===== src/rtl/regex_axi_lite_slave_pkg.sv =====
// Shared definitions for the regex coprocessor AXI4-Lite register file.
// Holds the bus/register widths, command and status codes, register offsets,
// AXI response codes, channel FSM state types and the byte-strobe merge helper.
package regex_axi_lite_slave_pkg;

  localparam int unsigned REG_WIDTH      = 32;
  localparam int unsigned AXI_ADDR_WIDTH = 5;
  localparam int unsigned STRB_WIDTH     = REG_WIDTH / 8;

  // Commands consumed by the coprocessor control block
  localparam logic [REG_WIDTH-1:0] CMD_NOP   = 32'd0;
  localparam logic [REG_WIDTH-1:0] CMD_WRITE = 32'd1;
  localparam logic [REG_WIDTH-1:0] CMD_READ  = 32'd2;
  localparam logic [REG_WIDTH-1:0] CMD_MATCH = 32'd3;
  localparam logic [REG_WIDTH-1:0] CMD_RESET = 32'd4;

  // Status codes reported by the coprocessor control block
  localparam logic [REG_WIDTH-1:0] STATUS_IDLE     = 32'd0;
  localparam logic [REG_WIDTH-1:0] STATUS_RUNNING  = 32'd1;
  localparam logic [REG_WIDTH-1:0] STATUS_ACCEPTED = 32'd2;
  localparam logic [REG_WIDTH-1:0] STATUS_REJECTED = 32'd3;
  localparam logic [REG_WIDTH-1:0] STATUS_ERROR    = 32'd4;

  // Byte offsets of the register map
  localparam logic [AXI_ADDR_WIDTH-1:0] REG_OFF_DATA_IN  = 5'h00;
  localparam logic [AXI_ADDR_WIDTH-1:0] REG_OFF_ADDRESS  = 5'h04;
  localparam logic [AXI_ADDR_WIDTH-1:0] REG_OFF_START_CC = 5'h08;
  localparam logic [AXI_ADDR_WIDTH-1:0] REG_OFF_END_CC   = 5'h0C;
  localparam logic [AXI_ADDR_WIDTH-1:0] REG_OFF_CMD      = 5'h10;
  localparam logic [AXI_ADDR_WIDTH-1:0] REG_OFF_STATUS   = 5'h14;
  localparam logic [AXI_ADDR_WIDTH-1:0] REG_OFF_DATA_O   = 5'h18;

  localparam logic [1:0] AXI_RESP_OKAY   = 2'b00;
  localparam logic [1:0] AXI_RESP_SLVERR = 2'b10;

  typedef enum logic [1:0] {WIdle, WHaveAw, WHaveW, WResp} axi_wr_state_t;
  typedef enum logic       {RIdle, RValid}                 axi_rd_state_t;

  // Replace only the byte lanes whose strobe is set
  function automatic logic [REG_WIDTH-1:0] apply_wstrb(input logic [REG_WIDTH-1:0]  old_val,
                                                       input logic [REG_WIDTH-1:0]  new_val,
                                                       input logic [STRB_WIDTH-1:0] strb);
    logic [REG_WIDTH-1:0] res;
    res = old_val;
    for (int i = 0; i < int'(STRB_WIDTH); i++) begin
      if (strb[i]) res[8*i +: 8] = new_val[8*i +: 8];
    end
    return res;
  endfunction

endpackage


===== src/rtl/regex_axi_lite_slave_if.sv =====
// AXI4-Lite bus bundle between the processing-system interconnect (master)
// and the regex coprocessor register file (slave). Carries the AW, W, B, AR
// and R channels; clock and reset travel separately.
interface regex_axi_lite_slave_if;
  import regex_axi_lite_slave_pkg::*;

  logic [AXI_ADDR_WIDTH-1:0] s_axi_awaddr;
  logic                      s_axi_awvalid;
  logic                      s_axi_awready;
  logic [REG_WIDTH-1:0]      s_axi_wdata;
  logic [STRB_WIDTH-1:0]     s_axi_wstrb;
  logic                      s_axi_wvalid;
  logic                      s_axi_wready;
  logic [1:0]                s_axi_bresp;
  logic                      s_axi_bvalid;
  logic                      s_axi_bready;
  logic [AXI_ADDR_WIDTH-1:0] s_axi_araddr;
  logic                      s_axi_arvalid;
  logic                      s_axi_arready;
  logic [REG_WIDTH-1:0]      s_axi_rdata;
  logic [1:0]                s_axi_rresp;
  logic                      s_axi_rvalid;
  logic                      s_axi_rready;

  modport master (
    output s_axi_awaddr, s_axi_awvalid, s_axi_wdata, s_axi_wstrb, s_axi_wvalid,
           s_axi_bready, s_axi_araddr, s_axi_arvalid, s_axi_rready,
    input  s_axi_awready, s_axi_wready, s_axi_bresp, s_axi_bvalid,
           s_axi_arready, s_axi_rdata, s_axi_rresp, s_axi_rvalid
  );

  modport slave (
    input  s_axi_awaddr, s_axi_awvalid, s_axi_wdata, s_axi_wstrb, s_axi_wvalid,
           s_axi_bready, s_axi_araddr, s_axi_arvalid, s_axi_rready,
    output s_axi_awready, s_axi_wready, s_axi_bresp, s_axi_bvalid,
           s_axi_arready, s_axi_rdata, s_axi_rresp, s_axi_rvalid
  );

endinterface


===== src/rtl/regex_axi_lite_slave.sv =====
// AXI4-Lite slave register file in front of the regex coprocessor control block.
// Ports:
//   clk, rst              - single clock, synchronous active-high reset
//   axi                   - AXI4-Lite slave bus (AW/W/B/AR/R)
//   *_register outputs    - data_in, address, start/end CC pointer, cmd control registers
//   status_register,
//   data_o_register       - read-only values returned to software
// All valid/ready/resp/rdata outputs come straight from flops.
module regex_axi_lite_slave
  import regex_axi_lite_slave_pkg::*;
(
  input  logic                 clk,
  input  logic                 rst,
  regex_axi_lite_slave_if.slave axi,
  output logic [REG_WIDTH-1:0] data_in_register,
  output logic [REG_WIDTH-1:0] address_register,
  output logic [REG_WIDTH-1:0] start_cc_pointer_register,
  output logic [REG_WIDTH-1:0] end_cc_pointer_register,
  output logic [REG_WIDTH-1:0] cmd_register,
  input  logic [REG_WIDTH-1:0] status_register,
  input  logic [REG_WIDTH-1:0] data_o_register
);

  axi_wr_state_t wr_state_q, wr_state_d;
  axi_rd_state_t rd_state_q, rd_state_d;

  logic [AXI_ADDR_WIDTH-1:0] awaddr_q, awaddr_d;
  logic [REG_WIDTH-1:0]      wdata_q, wdata_d;
  logic [STRB_WIDTH-1:0]     wstrb_q, wstrb_d;

  logic                 awready_q, awready_d;
  logic                 wready_q, wready_d;
  logic                 bvalid_q, bvalid_d;
  logic [1:0]           bresp_q, bresp_d;
  logic                 arready_q, arready_d;
  logic                 rvalid_q, rvalid_d;
  logic [1:0]           rresp_q, rresp_d;
  logic [REG_WIDTH-1:0] rdata_q, rdata_d;

  logic [REG_WIDTH-1:0] data_in_q, data_in_d;
  logic [REG_WIDTH-1:0] address_q, address_d;
  logic [REG_WIDTH-1:0] start_cc_q, start_cc_d;
  logic [REG_WIDTH-1:0] end_cc_q, end_cc_d;
  logic [REG_WIDTH-1:0] cmd_q, cmd_d;

  logic                      aw_hs, w_hs, ar_hs;
  logic                      wr_go;
  logic [AXI_ADDR_WIDTH-1:0] wr_addr;
  logic [REG_WIDTH-1:0]      wr_data;
  logic [STRB_WIDTH-1:0]     wr_strb;

  // Word-aligned decode: the byte offset within a word is irrelevant
  logic unused_addr_bits;
  assign unused_addr_bits = ^{axi.s_axi_awaddr[1:0], axi.s_axi_araddr[1:0]};

  assign aw_hs = axi.s_axi_awvalid & awready_q;
  assign w_hs  = axi.s_axi_wvalid & wready_q;
  assign ar_hs = axi.s_axi_arvalid & arready_q;

  // Write channel: latch AW and W independently, apply once both are held
  always_comb begin
    wr_state_d = wr_state_q;
    awaddr_d   = awaddr_q;
    wdata_d    = wdata_q;
    wstrb_d    = wstrb_q;
    bresp_d    = bresp_q;
    data_in_d  = data_in_q;
    address_d  = address_q;
    start_cc_d = start_cc_q;
    end_cc_d   = end_cc_q;
    cmd_d      = cmd_q;
    wr_go      = 1'b0;
    wr_addr    = awaddr_q;
    wr_data    = wdata_q;
    wr_strb    = wstrb_q;

    unique case (wr_state_q)
      WIdle: begin
        if (aw_hs && w_hs) begin
          wr_go   = 1'b1;
          wr_addr = axi.s_axi_awaddr;
          wr_data = axi.s_axi_wdata;
          wr_strb = axi.s_axi_wstrb;
        end else if (aw_hs) begin
          awaddr_d   = axi.s_axi_awaddr;
          wr_state_d = WHaveAw;
        end else if (w_hs) begin
          wdata_d    = axi.s_axi_wdata;
          wstrb_d    = axi.s_axi_wstrb;
          wr_state_d = WHaveW;
        end
      end
      WHaveAw: begin
        if (w_hs) begin
          wr_go   = 1'b1;
          wr_data = axi.s_axi_wdata;
          wr_strb = axi.s_axi_wstrb;
        end
      end
      WHaveW: begin
        if (aw_hs) begin
          wr_go   = 1'b1;
          wr_addr = axi.s_axi_awaddr;
        end
      end
      WResp: begin
        if (axi.s_axi_bready) wr_state_d = WIdle;
      end
      default: wr_state_d = WIdle;
    endcase

    if (wr_go) begin
      wr_state_d = WResp;
      bresp_d    = AXI_RESP_OKAY;
      case ({wr_addr[AXI_ADDR_WIDTH-1:2], 2'b00})
        REG_OFF_DATA_IN:  data_in_d  = apply_wstrb(data_in_q, wr_data, wr_strb);
        REG_OFF_ADDRESS:  address_d  = apply_wstrb(address_q, wr_data, wr_strb);
        REG_OFF_START_CC: start_cc_d = apply_wstrb(start_cc_q, wr_data, wr_strb);
        REG_OFF_END_CC:   end_cc_d   = apply_wstrb(end_cc_q, wr_data, wr_strb);
        REG_OFF_CMD:      cmd_d      = apply_wstrb(cmd_q, wr_data, wr_strb);
        default:          bresp_d    = AXI_RESP_SLVERR;  // RO or unmapped
      endcase
    end

    awready_d = (wr_state_d == WIdle) || (wr_state_d == WHaveW);
    wready_d  = (wr_state_d == WIdle) || (wr_state_d == WHaveAw);
    bvalid_d  = (wr_state_d == WResp);
  end

  // Read channel: sources are sampled from current flops, so a same-cycle
  // write is not visible until the next read
  always_comb begin
    rd_state_d = rd_state_q;
    rdata_d    = rdata_q;
    rresp_d    = rresp_q;

    unique case (rd_state_q)
      RIdle: begin
        if (ar_hs) begin
          rd_state_d = RValid;
          rresp_d    = AXI_RESP_OKAY;
          case ({axi.s_axi_araddr[AXI_ADDR_WIDTH-1:2], 2'b00})
            REG_OFF_DATA_IN:  rdata_d = data_in_q;
            REG_OFF_ADDRESS:  rdata_d = address_q;
            REG_OFF_START_CC: rdata_d = start_cc_q;
            REG_OFF_END_CC:   rdata_d = end_cc_q;
            REG_OFF_CMD:      rdata_d = cmd_q;
            REG_OFF_STATUS:   rdata_d = status_register;
            REG_OFF_DATA_O:   rdata_d = data_o_register;
            default: begin
              rdata_d = '0;
              rresp_d = AXI_RESP_SLVERR;
            end
          endcase
        end
      end
      RValid: begin
        if (axi.s_axi_rready) rd_state_d = RIdle;
      end
      default: rd_state_d = RIdle;
    endcase

    arready_d = (rd_state_d == RIdle);
    rvalid_d  = (rd_state_d == RValid);
  end

  always_ff @(posedge clk) begin
    if (rst) begin
      wr_state_q <= WIdle;
      rd_state_q <= RIdle;
      awaddr_q   <= '0;
      wdata_q    <= '0;
      wstrb_q    <= '0;
      awready_q  <= 1'b1;
      wready_q   <= 1'b1;
      bvalid_q   <= 1'b0;
      bresp_q    <= AXI_RESP_OKAY;
      arready_q  <= 1'b1;
      rvalid_q   <= 1'b0;
      rresp_q    <= AXI_RESP_OKAY;
      rdata_q    <= '0;
      data_in_q  <= '0;
      address_q  <= '0;
      start_cc_q <= '0;
      end_cc_q   <= '0;
      cmd_q      <= CMD_NOP;
    end else begin
      wr_state_q <= wr_state_d;
      rd_state_q <= rd_state_d;
      awaddr_q   <= awaddr_d;
      wdata_q    <= wdata_d;
      wstrb_q    <= wstrb_d;
      awready_q  <= awready_d;
      wready_q   <= wready_d;
      bvalid_q   <= bvalid_d;
      bresp_q    <= bresp_d;
      arready_q  <= arready_d;
      rvalid_q   <= rvalid_d;
      rresp_q    <= rresp_d;
      rdata_q    <= rdata_d;
      data_in_q  <= data_in_d;
      address_q  <= address_d;
      start_cc_q <= start_cc_d;
      end_cc_q   <= end_cc_d;
      cmd_q      <= cmd_d;
    end
  end

  assign axi.s_axi_awready = awready_q;
  assign axi.s_axi_wready  = wready_q;
  assign axi.s_axi_bvalid  = bvalid_q;
  assign axi.s_axi_bresp   = bresp_q;
  assign axi.s_axi_arready = arready_q;
  assign axi.s_axi_rvalid  = rvalid_q;
  assign axi.s_axi_rresp   = rresp_q;
  assign axi.s_axi_rdata   = rdata_q;

  assign data_in_register          = data_in_q;
  assign address_register          = address_q;
  assign start_cc_pointer_register = start_cc_q;
  assign end_cc_pointer_register   = end_cc_q;
  assign cmd_register              = cmd_q;

endmodule


===== src/flat_wrapper.sv =====
// flat-port wrapper written by rule: the top's interface ports become plain ports
module regex_axi_lite_slave_flat import regex_axi_lite_slave_pkg::*;
  (clk, rst, data_in_register, address_register, start_cc_pointer_register, end_cc_pointer_register, cmd_register, status_register, data_o_register, axi_s_axi_awaddr, axi_s_axi_awvalid, axi_s_axi_wdata, axi_s_axi_wstrb, axi_s_axi_wvalid, axi_s_axi_bready, axi_s_axi_araddr, axi_s_axi_arvalid, axi_s_axi_rready, axi_s_axi_awready, axi_s_axi_wready, axi_s_axi_bresp, axi_s_axi_bvalid, axi_s_axi_arready, axi_s_axi_rdata, axi_s_axi_rresp, axi_s_axi_rvalid);
  regex_axi_lite_slave_if axi_i ();
  input  logic clk;
  input  logic rst;
  output logic [REG_WIDTH-1:0] data_in_register;
  output logic [REG_WIDTH-1:0] address_register;
  output logic [REG_WIDTH-1:0] start_cc_pointer_register;
  output logic [REG_WIDTH-1:0] end_cc_pointer_register;
  output logic [REG_WIDTH-1:0] cmd_register;
  input  logic [REG_WIDTH-1:0] status_register;
  input  logic [REG_WIDTH-1:0] data_o_register;
  input wire logic [$bits(axi_i.s_axi_awaddr)-1:0] axi_s_axi_awaddr;
  input wire logic [$bits(axi_i.s_axi_awvalid)-1:0] axi_s_axi_awvalid;
  input wire logic [$bits(axi_i.s_axi_wdata)-1:0] axi_s_axi_wdata;
  input wire logic [$bits(axi_i.s_axi_wstrb)-1:0] axi_s_axi_wstrb;
  input wire logic [$bits(axi_i.s_axi_wvalid)-1:0] axi_s_axi_wvalid;
  input wire logic [$bits(axi_i.s_axi_bready)-1:0] axi_s_axi_bready;
  input wire logic [$bits(axi_i.s_axi_araddr)-1:0] axi_s_axi_araddr;
  input wire logic [$bits(axi_i.s_axi_arvalid)-1:0] axi_s_axi_arvalid;
  input wire logic [$bits(axi_i.s_axi_rready)-1:0] axi_s_axi_rready;
  output wire logic [$bits(axi_i.s_axi_awready)-1:0] axi_s_axi_awready;
  output wire logic [$bits(axi_i.s_axi_wready)-1:0] axi_s_axi_wready;
  output wire logic [$bits(axi_i.s_axi_bresp)-1:0] axi_s_axi_bresp;
  output wire logic [$bits(axi_i.s_axi_bvalid)-1:0] axi_s_axi_bvalid;
  output wire logic [$bits(axi_i.s_axi_arready)-1:0] axi_s_axi_arready;
  output wire logic [$bits(axi_i.s_axi_rdata)-1:0] axi_s_axi_rdata;
  output wire logic [$bits(axi_i.s_axi_rresp)-1:0] axi_s_axi_rresp;
  output wire logic [$bits(axi_i.s_axi_rvalid)-1:0] axi_s_axi_rvalid;
  assign axi_i.s_axi_awaddr = axi_s_axi_awaddr;
  assign axi_i.s_axi_awvalid = axi_s_axi_awvalid;
  assign axi_i.s_axi_wdata = axi_s_axi_wdata;
  assign axi_i.s_axi_wstrb = axi_s_axi_wstrb;
  assign axi_i.s_axi_wvalid = axi_s_axi_wvalid;
  assign axi_i.s_axi_bready = axi_s_axi_bready;
  assign axi_i.s_axi_araddr = axi_s_axi_araddr;
  assign axi_i.s_axi_arvalid = axi_s_axi_arvalid;
  assign axi_i.s_axi_rready = axi_s_axi_rready;
  assign axi_s_axi_awready = axi_i.s_axi_awready;
  assign axi_s_axi_wready = axi_i.s_axi_wready;
  assign axi_s_axi_bresp = axi_i.s_axi_bresp;
  assign axi_s_axi_bvalid = axi_i.s_axi_bvalid;
  assign axi_s_axi_arready = axi_i.s_axi_arready;
  assign axi_s_axi_rdata = axi_i.s_axi_rdata;
  assign axi_s_axi_rresp = axi_i.s_axi_rresp;
  assign axi_s_axi_rvalid = axi_i.s_axi_rvalid;
  regex_axi_lite_slave u_core (.clk(clk), .rst(rst), .axi(axi_i), .data_in_register(data_in_register), .address_register(address_register), .start_cc_pointer_register(start_cc_pointer_register), .end_cc_pointer_register(end_cc_pointer_register), .cmd_register(cmd_register), .status_register(status_register), .data_o_register(data_o_register));
endmodule

===== config.mk =====
export PLATFORM = sky130hd
export DESIGN_NAME = regex_axi_lite_slave_flat
export DESIGN_NICKNAME = d
export VERILOG_FILES = /design/src/rtl/regex_axi_lite_slave_pkg.sv /design/src/rtl/regex_axi_lite_slave_if.sv /design/src/rtl/regex_axi_lite_slave.sv /design/src/flat_wrapper.sv
export SDC_FILE = /design/constraint.sdc
export NUM_CORES = 1
export LEC_CHECK = 0
export ABC_AREA = 1
export ABC_CLOCK_PERIOD_IN_PS = 3000
export BUFFER_PORTS_ARGS = -buffer_cell sky130_fd_sc_hd__buf_2
export CORE_UTILIZATION = 40
export CTS_CLUSTER_SIZE = 24
export DETAILED_ROUTE_END_ITERATION = 10
export GPL_ROUTABILITY_DRIVEN = 0
export SLEW_MARGIN = 0
export SYNTH_ARGS = -nofsm -noshare
export SYNTH_HDL_FRONTEND = slang
export SYNTH_SLANG_ARGS = --single-unit
export TNS_END_PERCENT = 10

===== constraint.sdc =====
create_clock -name clk -period 3 [get_ports clk]
set_input_delay 0.9 -clock clk [delete_from_list [all_inputs] [get_ports clk]]
set_output_delay 0.9 -clock clk [all_outputs]
set_load 0.05 [all_outputs]

-- Word-level counts from Yosys, hierarchy flattened
Cells that the tools add are included.
- equality and inequality tests: 16
- multiplexer cells: 25
- reduce and logical (&&, ||, !) cells: 32
- bitwise gates (word level): 7
- operators by type and width (operator ; number):
    $pmux 32 s7 ; 1
    $mux 32 ; 2
    $pmux 32 s2 ; 1
    $reduce_and 3->1 ; 21
    $mux 2 ; 7
    $eq 3x2->1 const B ; 4
    $eq 3x3->1 const B ; 4
    $mux 5 ; 2
    $pmux 5 s2 ; 1
    $eq 2x2->1 const B ; 4
    $mux 4 ; 2
    $pmux 4 s2 ; 1
    $reduce_or 7->1 ; 1
    $eq 3x1->1 const B ; 2
    $logic_not 3->1 ; 2
    $mux 1 ; 5
    $reduce_or 5->1 ; 1
    $eq 2x1->1 const B ; 2
    $logic_not 2->1 ; 2
    $not 1->1 ; 4
    $pmux 2 s2 ; 1
    $reduce_and 2->1 ; 2
    $and 1x1->1 ; 3
    $pmux 1 s3 ; 1
    other kinds (3) ; 4
- bits in registers: 244
- input port bits: 117
- logic and storage cells: 112

-- Depth between registers and ports, before layout
- word-level depth: 8
- depth in mapped cells: 15

-- Worst setup path after synthesis
Ideal clock, no wire load.
- kind: input -> register
- start: input axi_s_axi_wvalid
- end: register u_core.cmd_q[8], in the netlist u_core.cmd_register[8]
- stages: 13
- setup time: 0.114 ns
- slack: 0.595 ns
- arrival: 2.291 ns
- cell sequence: nand2_2 -> inv_1 -> buf_4 -> nand2_1 -> nand2_1 -> nand2_1 -> nand2_1 -> inv_1 -> a21oi_1 -> clkbuf_1 -> nand4_1 -> nand2_1 -> nor2_1
- cells in the longest elaborated chain, start to end: 6
- ends and longest elaborated chain (item ; RTL line ; text):
    start, declared ; flat_wrapper.sv:18 ; input wire logic [$bits(axi_i.s_axi_wvalid)-1:0] axi_s_axi_wvalid;
    $and 1x1->1 (*) ; regex_axi_lite_slave.sv:57 ; assign w_hs = axi.s_axi_wvalid & wready_q;
    $logic_and 1x1->1 ; regex_axi_lite_slave.sv:79 ; if (aw_hs && w_hs) begin
    $mux 5 ; regex_axi_lite_slave.sv:79 ;
    $pmux 5 s2 ; regex_axi_lite_slave.sv:77 ; unique case (wr_state_q)
    $eq 3x3->1 ; regex_axi_lite_slave.sv:115 ; case ({wr_addr[AXI_ADDR_WIDTH-1:2], 2'b00})
    $reduce_and 3->1 (no line) ; -- ;
    end signal, assigned ; regex_axi_lite_slave.sv:205 ; cmd_q <= cmd_d;
    end, declared ; regex_axi_lite_slave.sv:44 ; logic [REG_WIDTH-1:0] cmd_q, cmd_d;
Mark *: on every way between the ends. The rest lies on a longest branch, timed or not.
A chain may end at the register's enable or synchronous reset.

-- Worst setup path after layout
- start: register u_core.wr_state_q[1]
- end: register u_core.end_cc_q[11], in the netlist u_core.end_cc_pointer_register[11]
- cells in the longest elaborated chain, start to end: 4
- ends and longest elaborated chain (item ; RTL line ; text):
    start, declared ; regex_axi_lite_slave.sv:24 ; axi_wr_state_t wr_state_q, wr_state_d;
    start signal, assigned ; regex_axi_lite_slave.sv:169 ; wr_state_q <= WIdle;
    start signal, assigned ; regex_axi_lite_slave.sv:188 ; wr_state_q <= wr_state_d;
    $eq 2x2->1 or $logic_not 2->1 (tied branches) ; regex_axi_lite_slave.sv:77 ;
    $pmux 5 s2 ; regex_axi_lite_slave.sv:77 ;
    $eq 3x2->1 ; regex_axi_lite_slave.sv:115 ;
    $reduce_and 3->1 (no line) ; -- ;
    end signal, assigned ; regex_axi_lite_slave.sv:204 ; end_cc_q <= end_cc_d;
    end, declared ; regex_axi_lite_slave.sv:43 ; logic [REG_WIDTH-1:0] end_cc_q, end_cc_d;
Several ways; a longest one is shown, not always the timed one.

==> results.py <==
metrics = {
    "run_status": {
        "status": "finished, final reports clean",
    },
    "detailed_routing": {
        "wl_mm": 44.8,
        "post_drt_via_cell_ratio": 5.22,
        "routed_wire_length_per_instance_um": 17.6,
        "dr_total_vias": 13300,
        "drt-pass1-iter-count": 5,
        "final_antenna_net_count": 0,
        "drc_errors": 0,
        "initialDrtViolationCount": 1101,
    },
    "global_routing": {
        "grt_start_max_net_pins": 67,
        "antenna_found_initial": 0,
        "first_global_vias": 11800,
        "globalRouteTotalUtil_pct": 27.9,
        "grt_overflow": 0,
        "grt_pass1_wl_mm": 68.4,
    },
    "synthesis": {
        "number_of_synthesized_flops_with_an_enable_pin": 0,
        "synthArstFlopShare_pct": 0,
        "synth.distinct_cells": 35,
        "leading_area_contributor_after_synthesis": "sky130_fd_sc_hd__dfxtp_1",
        "synth.top_cell.area_share_pct": 39.1,
        "synthCells": 1869,
        "yosysMostFrequentCell": "sky130_fd_sc_hd__nand2_1",
        "post_synth_instance_area_sq_mm": 0.0123,
        "ys_seq_elements": 240,
        "yosys_warnings": 0,
        "synth_seq_area_share_pct": 39.1,
        "synthTopCellsByCount": "sky130_fd_sc_hd__nand2_1 (602), sky130_fd_sc_hd__nor2_1 (327), sky130_fd_sc_hd__dfxtp_1 (240)",
        "synth_area_per_cell_sq_um": 6.57,
        "synth_flop_cell": "sky130_fd_sc_hd__dfxtp_1",
        "post_synth_main_area_contributors": "sky130_fd_sc_hd__dfxtp_1 (39%), sky130_fd_sc_hd__nand2_1 (18%), sky130_fd_sc_hd__nor2_1 (10%), sky130_fd_sc_hd__nand4_1 (4.4%), sky130_fd_sc_hd__a21oi_1 (3.9%)",
    },
    "run": {
        "maxCapViolCount": 0,
    },
    "critical_path": {
        "worst_ep_required_time_ps": 3430,
        "crit_type": "reg -> reg",
        "cp-startpoint": "u_core.wr_state_q[1]",
        "worst_setup_path_end_kind": "flip-flop",
        "crit_path_max_fanout": 16,
        "worst-endpoint-arrival_ps": 3070,
        "crit-reg2reg-launch": "u_core.wr_state_q[1]",
        "start_kind": "flip-flop",
    },
    "sta": {
        "worst_hold_slack_ps": 461,
        "clock_skew_ps": 12.5,
        "worst-slew-pin-transition_ps": 782,
        "fin_setup_tns_ps": 0,
        "hold_viol_final": 0,
        "report.final.setup_viol": 0,
        "max_freq_mhz": 380,
        "final_min_period_over_clock_period_pct": 87.8,
        "period_needed_ps": 2630,
        "slew_viol_final": 0,
        "rsz0062_at_grt": "false",
        "max_slew_margin_pct": 47.8,
    },
    "power_and_ir_drop": {
        "p_clk_share_pct": 28.5,
        "cellLeakagePower_uw": 0.00713,
        "p_sw_share_pct": 43.5,
        "power_report.internal_total_uw": 7460,
        "power.density_mw_per_mm2": 861,
        "max-vdd-ir-drop_uv": 713,
        "seq_power_share_pct": 30.5,
        "comb_power_share_pct": 40.9,
        "switching_power_uw": 5740,
    },
    "die": {
        "fp-row-count": 63,
        "initial_utilization_pct": 41.0,
        "floorplan.io_pins": 318,
        "dieArea_sq_mm": 0.0314,
        "fp.coreArea_sq_mm": 0.0300,
        "die_height_um": 177,
        "die_x_um": 177,
    },
    "clocking": {
        "cts_tree": "done",
        "clock_tree.root_cell": "sky130_fd_sc_hd__clkbuf_16",
        "ctsHoldBuffers": 0,
        "cts_bufs_inserted": 27,
        "cts.reportedPaths.clkPinSlew_ps": 60,
        "cts-root-to-sink-buffers": 3,
        "clk-insertion-delay-late_ps": 540,
        "post_cts.repair.setup_buffers": 0,
        "ctsHtreeMaxLevel": 1,
        "tritoncts_sinks": 240,
        "post_cts_resize_count": 0,
    },
    "layout": {
        "final-seq-area_sq_mm": 0.00480,
        "multi_input_area_sq_mm": 0.00658,
        "design.final.nets": 2264,
        "area.growth.synth_to_final_pct": 24.9,
        "antennaDiodeCount": 0,
        "drive_gt1_share_pct": 21.3,
        "fin_cells": 2551,
        "fillerInstances": 3077,
    },
    "min_path": {
        "holdCritStartpoint": "u_core.axi.s_axi_rdata[29]",
        "min-delay-path-class": "reg -> reg",
    },
    "placed_design": {
        "detailedPlacementHpwl_mm": 32.8,
        "io_buffer_count": 311,
        "place_inst": 2504,
    },
}
cells by family after synthesis:
| group | Yosys count | share of synthesized area, % |
|---|---|---|
| and+or+nand+nor | 1154 | 40.8 |
| AOI/OAI and AO/OA | 260 | 12.1 |
| DFF | 240 | 39.1 |
| buffers and inverters | 210 | 7.55 |
| adders and majority gates | 4 | 0.408 |
| other | 1 | 0.0305 |
layout by cell type (no fill, tap or decap), types with 2 or more instances in the layout:
cell type / synthesis / routed
sky130_fd_sc_hd__a211oi_1: 3 / 3
sky130_fd_sc_hd__a21oi_1: 96 / 92
sky130_fd_sc_hd__a21oi_2: 0 / 4
sky130_fd_sc_hd__a22o_1: 4 / 4
sky130_fd_sc_hd__a22oi_1: 7 / 7
sky130_fd_sc_hd__a31oi_1: 37 / 37
sky130_fd_sc_hd__buf_12: 0 / 14
sky130_fd_sc_hd__buf_2: 6 / 311
sky130_fd_sc_hd__buf_4: 7 / 38
sky130_fd_sc_hd__bufinv_16: 0 / 8
sky130_fd_sc_hd__clkbuf_1: 81 / 4
sky130_fd_sc_hd__clkbuf_16: 0 / 27
sky130_fd_sc_hd__clkbuf_8: 0 / 3
sky130_fd_sc_hd__clkinv_2: 0 / 4
sky130_fd_sc_hd__conb_1: 1 / 2
sky130_fd_sc_hd__dfxtp_1: 240 / 240
sky130_fd_sc_hd__ha_1: 4 / 4
sky130_fd_sc_hd__inv_1: 88 / 87
sky130_fd_sc_hd__inv_2: 2 / 2
sky130_fd_sc_hd__nand2_1: 602 / 602
sky130_fd_sc_hd__nand2_2: 2 / 2
sky130_fd_sc_hd__nand2_4: 12 / 12
sky130_fd_sc_hd__nand3_1: 93 / 93
sky130_fd_sc_hd__nand3_4: 3 / 3
sky130_fd_sc_hd__nand4_1: 86 / 86
sky130_fd_sc_hd__nor2_1: 327 / 326
sky130_fd_sc_hd__nor2_4: 23 / 24
sky130_fd_sc_hd__nor4_1: 2 / 2
sky130_fd_sc_hd__o2111ai_1: 13 / 13
sky130_fd_sc_hd__o211ai_1: 6 / 6
sky130_fd_sc_hd__o21ai_0: 90 / 90
sky130_fd_sc_hd__or2_2: 2 / 2
worst paths after layout:
path | end | slack, ps | cells past startpoint
worst min register to register | u_core.axi.s_axi_rdata[29] | 460 | 2
worst max-delay path | u_core.end_cc_pointer_register[11] | 370 | 11
worst max register to register | u_core.end_cc_pointer_register[11] | 370 | 11
worst min-delay path | u_core.axi.s_axi_rdata[29] | 460 | 2
stage by stage:
stage	utilization, %	worst slack [ps]	cell area [sq um]	total power (uW)
after floorplan	-	595	12300	7810
after global placement	47.9	83.0	14300	9350
after detailed placement	47.9	64.5	14300	9430
after CTS	51.2	369	15300	13200
after global routing	51.2	137	15300	13900
final	51.2	366	15300	13200
cell type report:
type                    count  area share [%]
multi-input cells        1420            42.9
flip-flops and latches    240            31.3
repair buffers            363            13.8
clock buffers              34            4.77
well taps                 390            3.18
inverters                  91            2.26
clock inverters            13            1.75
routing by layer:
layer  global-route usage (%)  share of wire, %  routed length (um)
met5                        0                 0                   0
met4                     6.79               2.2                 965
met3                     5.30               9.3                4160
met2                     41.4                42               19000
met1                     41.1                46               20700
critical path: stages (launching register included):
cell	delay [ps]
sky130_fd_sc_hd__dfxtp_1	340
sky130_fd_sc_hd__inv_1	100
sky130_fd_sc_hd__ha_1	480
sky130_fd_sc_hd__inv_1	250
sky130_fd_sc_hd__nor3_4	290
sky130_fd_sc_hd__o21bai_2	100
sky130_fd_sc_hd__inv_2	190
sky130_fd_sc_hd__nand2_4	160
sky130_fd_sc_hd__nor2_4	380
sky130_fd_sc_hd__nand2_1	120
sky130_fd_sc_hd__nand2_1	80
sky130_fd_sc_hd__nor2_1	40
registers in the layout, indices dropped and copies added (netlist names), 2 cells and up:
register	cells
u_core.start_cc_pointer_register	32
u_core.awaddr_q	3
u_core.wdata_q	32
u_core.end_cc_pointer_register	32
u_core.address_register	32
u_core.wstrb_q	4
u_core.cmd_register	32
u_core.wr_state_q	2
u_core.data_in_register	32
u_core.axi.s_axi_rdata	32
power by group through the flow:
stage | combinational (uW) | clock [uW] | sequential (uW)
5_1_grt | 5840 | 3960 | 4090
3_3_place_gp | 5290 | 0 | 4060
6_report | 5400 | 3770 | 4030
3_5_place_dp | 5340 | 0 | 4090
2_1_floorplan | 3030 | 0 | 4770
4_1_cts | 5360 | 3830 | 4020
Power figures use the tool's default switching activity.
